File: src/rtl/led_pwm_capture_pkg.sv
// Shared LED demo definitions: channel count, channel indices and the capture FSM states.
// Used by the PWM generator, the capture block and the demo top level.
package led_pkg;

  localparam int NUM_LED       = 8;
  localparam int CNT_W_DEFAULT = 8;

  typedef enum logic {
    IDLE = 1'b0,
    RUN  = 1'b1
  } state_t;

  localparam int CH_A = 0;
  localparam int CH_B = 1;
  localparam int CH_C = 2;
  localparam int CH_D = 3;
  localparam int CH_E = 4;
  localparam int CH_F = 5;
  localparam int CH_G = 6;
  localparam int CH_H = 7;

endpackage

File: src/rtl/led_pwm_capture_if.sv
// PWM capture bundle: PWM lines and frame marker in, recovered brightness bytes out.
// CNT_W must match the CNT_W of the attached led_pwm_capture.
interface led_pwm_capture_if
  import led_pkg::*;
#(
  parameter int CNT_W = CNT_W_DEFAULT
);

  logic [NUM_LED-1:0] pwm_in;
  logic               fclk;
  logic [CNT_W-1:0]   data_a;
  logic [CNT_W-1:0]   data_b;
  logic [CNT_W-1:0]   data_c;
  logic [CNT_W-1:0]   data_d;
  logic [CNT_W-1:0]   data_e;
  logic [CNT_W-1:0]   data_f;
  logic [CNT_W-1:0]   data_g;
  logic [CNT_W-1:0]   data_h;
  logic               data_valid;
  logic               frame_err;

  modport master (
    output pwm_in, fclk,
    input  data_a, data_b, data_c, data_d, data_e, data_f, data_g, data_h,
    input  data_valid, frame_err
  );

  modport slave (
    input  pwm_in, fclk,
    output data_a, data_b, data_c, data_d, data_e, data_f, data_g, data_h,
    output data_valid, frame_err
  );

endinterface

File: src/rtl/led_pwm_capture_counter.sv
// Per-channel saturating high-time counter. clr_load restarts the count at pwm_bit,
// en accumulates pwm_bit; the count sticks at all-ones instead of wrapping.
module pwm_chan_counter
  import led_pkg::*;
#(
  parameter int CNT_W = CNT_W_DEFAULT
) (
  input  logic             clk,
  input  logic             nreset,
  input  logic             en,
  input  logic             clr_load,
  input  logic             pwm_bit,
  output logic [CNT_W-1:0] count
);

  localparam logic [CNT_W-1:0] CNT_MAX = '1;

  // NOTE: sequential state uses non-blocking (<=) so every flop samples pre-edge values.
  always_ff @(posedge clk or negedge nreset) begin
    if (!nreset) begin
      count <= '0;
    end else if (clr_load) begin
      count <= CNT_W'(pwm_bit);
    end else if (en && pwm_bit && (count != CNT_MAX)) begin
      count <= count + 1'b1;
    end
  end

endmodule

File: src/rtl/led_pwm_capture.sv
// Recovers 8 PWM brightness bytes by counting high cycles between fclk frame markers,
// with frame-lock tracking: a frame longer than TIMEOUT cycles drops back to IDLE.
module led_pwm_capture
  import led_pkg::*;
#(
  parameter int CNT_W   = CNT_W_DEFAULT,
  parameter int TIMEOUT = 1024
) (
  input  logic                 clk,
  input  logic                 nreset,
  led_pwm_capture_if.slave     lb
);

  localparam int               PER_W     = $clog2(TIMEOUT + 1);
  localparam logic [PER_W-1:0] PER_MAX   = '1;
  localparam logic [PER_W-1:0] TIMEOUT_V = PER_W'(TIMEOUT);

  state_t           state_q, state_d;
  logic [PER_W-1:0] period_cnt;
  logic             cnt_en;
  logic             cnt_clr_load;
  logic             bit_pass;
  logic             close_frame;
  logic             timeout;
  logic [CNT_W-1:0] cnt    [NUM_LED];
  logic [CNT_W-1:0] data_q [NUM_LED];
  logic             valid_q;
  logic             err_q;

  always_ff @(posedge clk or negedge nreset) begin
    if (!nreset) state_q <= IDLE;
    else         state_q <= state_d;
  end

  // NOTE: every always_comb output gets a default first, so no path can infer a latch.
  always_comb begin
    state_d      = state_q;
    cnt_en       = 1'b0;
    cnt_clr_load = 1'b1;
    bit_pass     = 1'b0;
    close_frame  = 1'b0;
    timeout      = 1'b0;
    case (state_q)
      IDLE: begin
        if (lb.fclk) begin
          state_d  = RUN;
          bit_pass = 1'b1;
        end
      end
      RUN: begin
        // fclk takes priority over timeout: a frame of exactly TIMEOUT cycles is legal.
        if (lb.fclk) begin
          close_frame = 1'b1;
          bit_pass    = 1'b1;
        end else if (period_cnt >= TIMEOUT_V) begin
          timeout = 1'b1;
          state_d = IDLE;
        end else begin
          cnt_clr_load = 1'b0;
          cnt_en       = 1'b1;
          bit_pass     = 1'b1;
        end
      end
    endcase
  end

  // Period counter follows the channel counters: loads 1 on fclk, clears when idle/lost.
  always_ff @(posedge clk or negedge nreset) begin
    if (!nreset) begin
      period_cnt <= '0;
    end else if (cnt_clr_load) begin
      period_cnt <= PER_W'(bit_pass);
    end else if (period_cnt != PER_MAX) begin
      period_cnt <= period_cnt + 1'b1;
    end
  end

  for (genvar i = 0; i < NUM_LED; i++) begin : g_chan
    pwm_chan_counter #(
      .CNT_W (CNT_W)
    ) u_cnt (
      .clk      (clk),
      .nreset   (nreset),
      .en       (cnt_en),
      .clr_load (cnt_clr_load),
      .pwm_bit  (lb.pwm_in[i] & bit_pass),
      .count    (cnt[i])
    );
  end

  always_ff @(posedge clk or negedge nreset) begin
    if (!nreset) begin
      for (int i = 0; i < NUM_LED; i++) data_q[i] <= '0;
      valid_q <= 1'b0;
      err_q   <= 1'b0;
    end else begin
      valid_q <= close_frame;
      if (close_frame) begin
        for (int i = 0; i < NUM_LED; i++) data_q[i] <= cnt[i];
      end
      if (timeout)          err_q <= 1'b1;
      else if (close_frame) err_q <= 1'b0;
    end
  end

  assign lb.data_a     = data_q[CH_A];
  assign lb.data_b     = data_q[CH_B];
  assign lb.data_c     = data_q[CH_C];
  assign lb.data_d     = data_q[CH_D];
  assign lb.data_e     = data_q[CH_E];
  assign lb.data_f     = data_q[CH_F];
  assign lb.data_g     = data_q[CH_G];
  assign lb.data_h     = data_q[CH_H];
  assign lb.data_valid = valid_q;
  assign lb.frame_err  = err_q;

endmodule

File: src/flat_wrapper.sv
// flat-port wrapper written by rule: the top's interface ports become plain ports
module led_pwm_capture_flat import led_pkg::*;
#(
  parameter int CNT_W   = CNT_W_DEFAULT,
  parameter int TIMEOUT = 1024
)
  (clk, nreset, lb_pwm_in, lb_fclk, lb_data_a, lb_data_b, lb_data_c, lb_data_d, lb_data_e, lb_data_f, lb_data_g, lb_data_h, lb_data_valid, lb_frame_err);
  led_pwm_capture_if #(.CNT_W(CNT_W)) lb_i ();
  input  logic clk;
  input  logic nreset;
  input wire logic [$bits(lb_i.pwm_in)-1:0] lb_pwm_in;
  input wire logic [$bits(lb_i.fclk)-1:0] lb_fclk;
  output wire logic [$bits(lb_i.data_a)-1:0] lb_data_a;
  output wire logic [$bits(lb_i.data_b)-1:0] lb_data_b;
  output wire logic [$bits(lb_i.data_c)-1:0] lb_data_c;
  output wire logic [$bits(lb_i.data_d)-1:0] lb_data_d;
  output wire logic [$bits(lb_i.data_e)-1:0] lb_data_e;
  output wire logic [$bits(lb_i.data_f)-1:0] lb_data_f;
  output wire logic [$bits(lb_i.data_g)-1:0] lb_data_g;
  output wire logic [$bits(lb_i.data_h)-1:0] lb_data_h;
  output wire logic [$bits(lb_i.data_valid)-1:0] lb_data_valid;
  output wire logic [$bits(lb_i.frame_err)-1:0] lb_frame_err;
  assign lb_i.pwm_in = lb_pwm_in;
  assign lb_i.fclk = lb_fclk;
  assign lb_data_a = lb_i.data_a;
  assign lb_data_b = lb_i.data_b;
  assign lb_data_c = lb_i.data_c;
  assign lb_data_d = lb_i.data_d;
  assign lb_data_e = lb_i.data_e;
  assign lb_data_f = lb_i.data_f;
  assign lb_data_g = lb_i.data_g;
  assign lb_data_h = lb_i.data_h;
  assign lb_data_valid = lb_i.data_valid;
  assign lb_frame_err = lb_i.frame_err;
  led_pwm_capture #(.CNT_W(CNT_W), .TIMEOUT(TIMEOUT)) u_core (.clk(clk), .nreset(nreset), .lb(lb_i));
endmodule
File: config.mk
export PLATFORM = sky130hd
export DESIGN_NAME = led_pwm_capture_flat
export DESIGN_NICKNAME = d
export VERILOG_FILES = /design/src/rtl/led_pwm_capture_pkg.sv /design/src/rtl/led_pwm_capture_if.sv /design/src/rtl/led_pwm_capture_counter.sv /design/src/rtl/led_pwm_capture.sv /design/src/flat_wrapper.sv
export SDC_FILE = /design/constraint.sdc
export NUM_CORES = 1
export LEC_CHECK = 0
export CAP_MARGIN = 30
export CORE_UTILIZATION = 56
export CTS_CLUSTER_DIAMETER = 150
export DETAILED_ROUTE_END_ITERATION = 8
export PLACE_DENSITY_LB_ADDON = 0.12
export SYNTH_ARGS = -nofsm -noshare
export SYNTH_HDL_FRONTEND = slang
export SYNTH_SLANG_ARGS = --single-unit
export TNS_END_PERCENT = 20
File: constraint.sdc
create_clock -name clk -period 1.9 [get_ports clk]
set_input_delay 0.19 -clock clk [delete_from_list [all_inputs] [get_ports clk]]
set_output_delay 0.19 -clock clk [all_outputs]
set_load 0.01 [all_outputs]
==> summary.md <==
| Metric | Value |
|---|---|
| Maximum root-to-sink buffer count | `2` |
| Fraction of registers with async set/reset | `100%` |
| Slew Viols, Final | `0` |
| Run status | `complete, no violations` |
| Die height | `~110 um` |
| Ports | `77` |
| Pwr/cell area | `a little under 900 mW/mm2` |
| DR vias/cell | `around 6` |
| DRT Pass-1 Iters | `4` |
| Max FO, Critical Path | `6` |
| # rows | `38` |
| EDFF count, synth | `0` |
| CP max-delay cell | `dfrtp_1` |
| FF+latch count, synth | `about 140` |
| Initial Util | `58.5%` |
| Ys Warns | `0` |
| Startpoint class of the critical path | `register` |
| CP cell instances | `ha_1 > nand3_1 > o21ai_0 > mux2i_1 > a22o_1` |
| Fin. Hold Viols | `0` |
| Vias after detailed routing | `between 4000 and 5000` |
| Reg with most FFs | `u_core.g_chan.u_cnt.count` |
| Max_cap viols | `0` |
| Clk slew on worst S/H paths | `around 50 ps` |
| Core footprint | `0.0110 mm2` |
| Routed wire length | `about 13 mm` |
| Reg2reg start | `u_core.g_chan[0].u_cnt.count[0]$_DFFE_PN0P_` |
| Syn Nets | `582` |
| Min Tclk post-route | `1730 ps` |
| Area leader, netlist | `dfrtp_1` |
| Post-layout util | `roughly three quarters` |
| Netlist cell types | `52` |
| Mapped Cells | `562` |
| Drt initial violations | `~280` |
| Final period utilization | `around nine tenths` |
| Setup TNS | `0 ps` |
| CTS tree | `done` |
| Largest register FFs | `64` |
| Post-DP HPWL | `roughly 8.9 mm` |
| Initial antenna violation count | `0` |
| Most common cell after layout, fill and taps aside | `dfrtp_1` |
| Critical path data arrival time | `~2100 ps` |
| Clock sink total | `around 140` |
| H-tree depth | `4` |
| DR DRC count | `0` |
| Pre-CTS setup slack | `a little over 100 ps` |
| Worst-Skew Late Latency | `420 ps` |
| Wire per inst | `~16 um` |
| Cts bufs inserted | `17` |
| Syn Area/Cell | `11.4 um2` |
| Antenna-violating nets left | `0` |
| CP Class | `register to register` |
| Mapped Area | `~0.0064 mm2` |
| Worst path required time | `roughly 2300 ps` |
| Top flop regs | `u_core.g_chan.u_cnt.count (64), u_core.period_cnt (11)` |
| GRT Residual Overflow | `0` |
| I/O Buffers | `76` |
| Setup Buffers After CTS | `0` |
| Largest net degree at the start of global routing | `54` |
| First-pass GRT wire length | `~22 mm` |
| Path type of the worst min-delay path | `input pin to async pin` |
| Synth top area share | `55.3%` |
| GP Congestion | `a little over 0.8` |
| Share of cells above drive strength 1 | `around a fifth` |
| Proportion of synthesized chip area in sequential cells | `between 50% and 60%` |
| CTS Root Buffer Type | `clkbuf_16` |
| Worst Skew | `just under 8 ps` |
| Peak VDD IR | `between 0.7 and 0.8 mV` |
| CP startpoint | `u_core.g_chan[0].u_cnt.count[0]$_DFFE_PN0P_` |
| Crit path capture type | `register` |
| CP top delay family | `compound AO/OA/AOI/OAI gates` |
| Least-Margin Pin Slew | `around 500 ps` |
| Dominant cells by area after synthesis | `dfrtp_1 55%, mux2_2 11%, o21ai_0 2.9%` |
| Fin nets | `approximately 680` |
| Dominant synthesized flop cell | `dfrtp_1` |
| Syn-to-layout area delta | `25.5%` |
| Antenna diodes | `0` |
| P_leak | `approximately 3.6 nW` |
| Die width | `around 110 um` |
| Die Area | `0.0119 mm2` |
| Final setup viols | `0` |
| Most frequent cells in the layout | `142 x dfrtp_1, 75 x clkdlybuf4s50_1, 60 x mux2_2` |
| RSZ-0062 raised after global routing | `no` |
| Vias in the first global route | `4784` |
| Max incr delay on CP | `approximately 440 ps` |
| Crit path buf inv count | `0` |
| Maximum achievable frequency | `just under 600 MHz` |
| Relative slew margins | `approximately 67%` |
| Final worst slack | `roughly 170 ps` |
| GRT Overall Usage | `between 20% and 30%` |
## worst register-to-register path, delay by kind of cell (launching register included)
| family | cells | cell delay, ps |
|---|---|---|
| adders and majority gates | 1 | 250 |
| muxes | 1 | 300 |
| DFF | 1 | 440 |
| AOI/OAI and AO/OA | 2 | 550 |
| and+or+nand+nor | 1 | 130 |
## metal layers
layer | vias to the layer above | global-route usage [%] | wire length, um
li1 | 2266 | - | -
met1 | 2444 | 30.5 | 5810
met2 | 136 | 40.2 | 6750
met3 | 15 | 6.34 | 659
met4 | 0 | 11.4 | 155
met5 | - | 0 | 0
## cell families (layout without fill, tap and decap cells)
kind of cell	Yosys count	in the layout	synth area share, %
multiplexers	69	69	11.9
buffers and inverters	27	136	1.91
adder cells (fa/ha/maj)	9	9	1.75
XOR/XNOR	21	21	2.86
AND/OR/NAND/NOR	181	181	14.8
flip-flops	142	142	55.3
AO/OA/AOI/OAI	113	113	11.4
## stage by stage
stage	power, mW	cell area, um2	cells	hold slack, ps
2_1_floorplan	3.58	6420	562	-106
3_3_place_gp	3.90	7490	779	185
3_5_place_dp	3.93	7490	779	187
4_1_cts	7.05	8060	811	315
5_1_grt	7.25	8060	811	345
6_report	7.00	8060	811	300
## cell usage after synthesis (all sizes together) (8+ instances only)
library cell    n
a21oi          24
a31oi           8
and3           13
buf            10
clkbuf          9
dfrtp         142
ha              9
inv             8
mux2           60
mux2i           9
nand2          32
nand3          21
nand4          16
nor2           42
nor3           13
o211ai         13
o21ai          38
or3            13
xnor2           8
xor2           13
## cell type report
class                   instances  area [um2]
clock buffers                  24         502
clock inverters                 7        60.1
fillers                       765        2920
inverters                       8        30.0
multi-input cells             393        2750
flip-flops and latches        142        3550
well taps                     140         175
repair buffers                 97         985
## report_power, final
| group | total [mW] | switching (mW) | leakage [nW] | internal (mW) |
|---|---|---|---|---|
| sequential | 3.25 | 0.111 | 1.92 | 3.14 |
| clock | 3.12 | 1.17 | 0.285 | 1.95 |
| combinational | 0.621 | 0.308 | 1.40 | 0.314 |
| total | 7.00 | 1.59 | 3.61 | 5.41 |
## repair_timing
item / 4_1_cts / 5_1_grt
hold buffers: 1 / 0
hold endpoints to repair: 51 / 0
gates resized for setup: 0 / 1
endpoints found under the setup margin: 0 / 1
## final timing paths
| kind | to | slack [ps] | depth (start not counted) |
|---|---|---|---|
| hold / removal | u_core.lb.data_b[4]$_DFFE_PN0P_ | 300 | 2 |
| max in group asynchronous | u_core.lb.data_e[1]$_DFFE_PN0P_ | 940 | 3 |
| setup reg to reg | u_core.g_chan[0].u_cnt.count[0]$_DFFE_PN0P_ | 170 | 5 |
| min in group clk | u_core.lb.data_f[4]$_DFFE_PN0P_ | 490 | 2 |
| setup / recovery | u_core.g_chan[0].u_cnt.count[0]$_DFFE_PN0P_ | 170 | 5 |
| hold reg to reg | u_core.lb.data_f[4]$_DFFE_PN0P_ | 490 | 2 |
No activity file was read; power rests on OpenSTA's default activity.
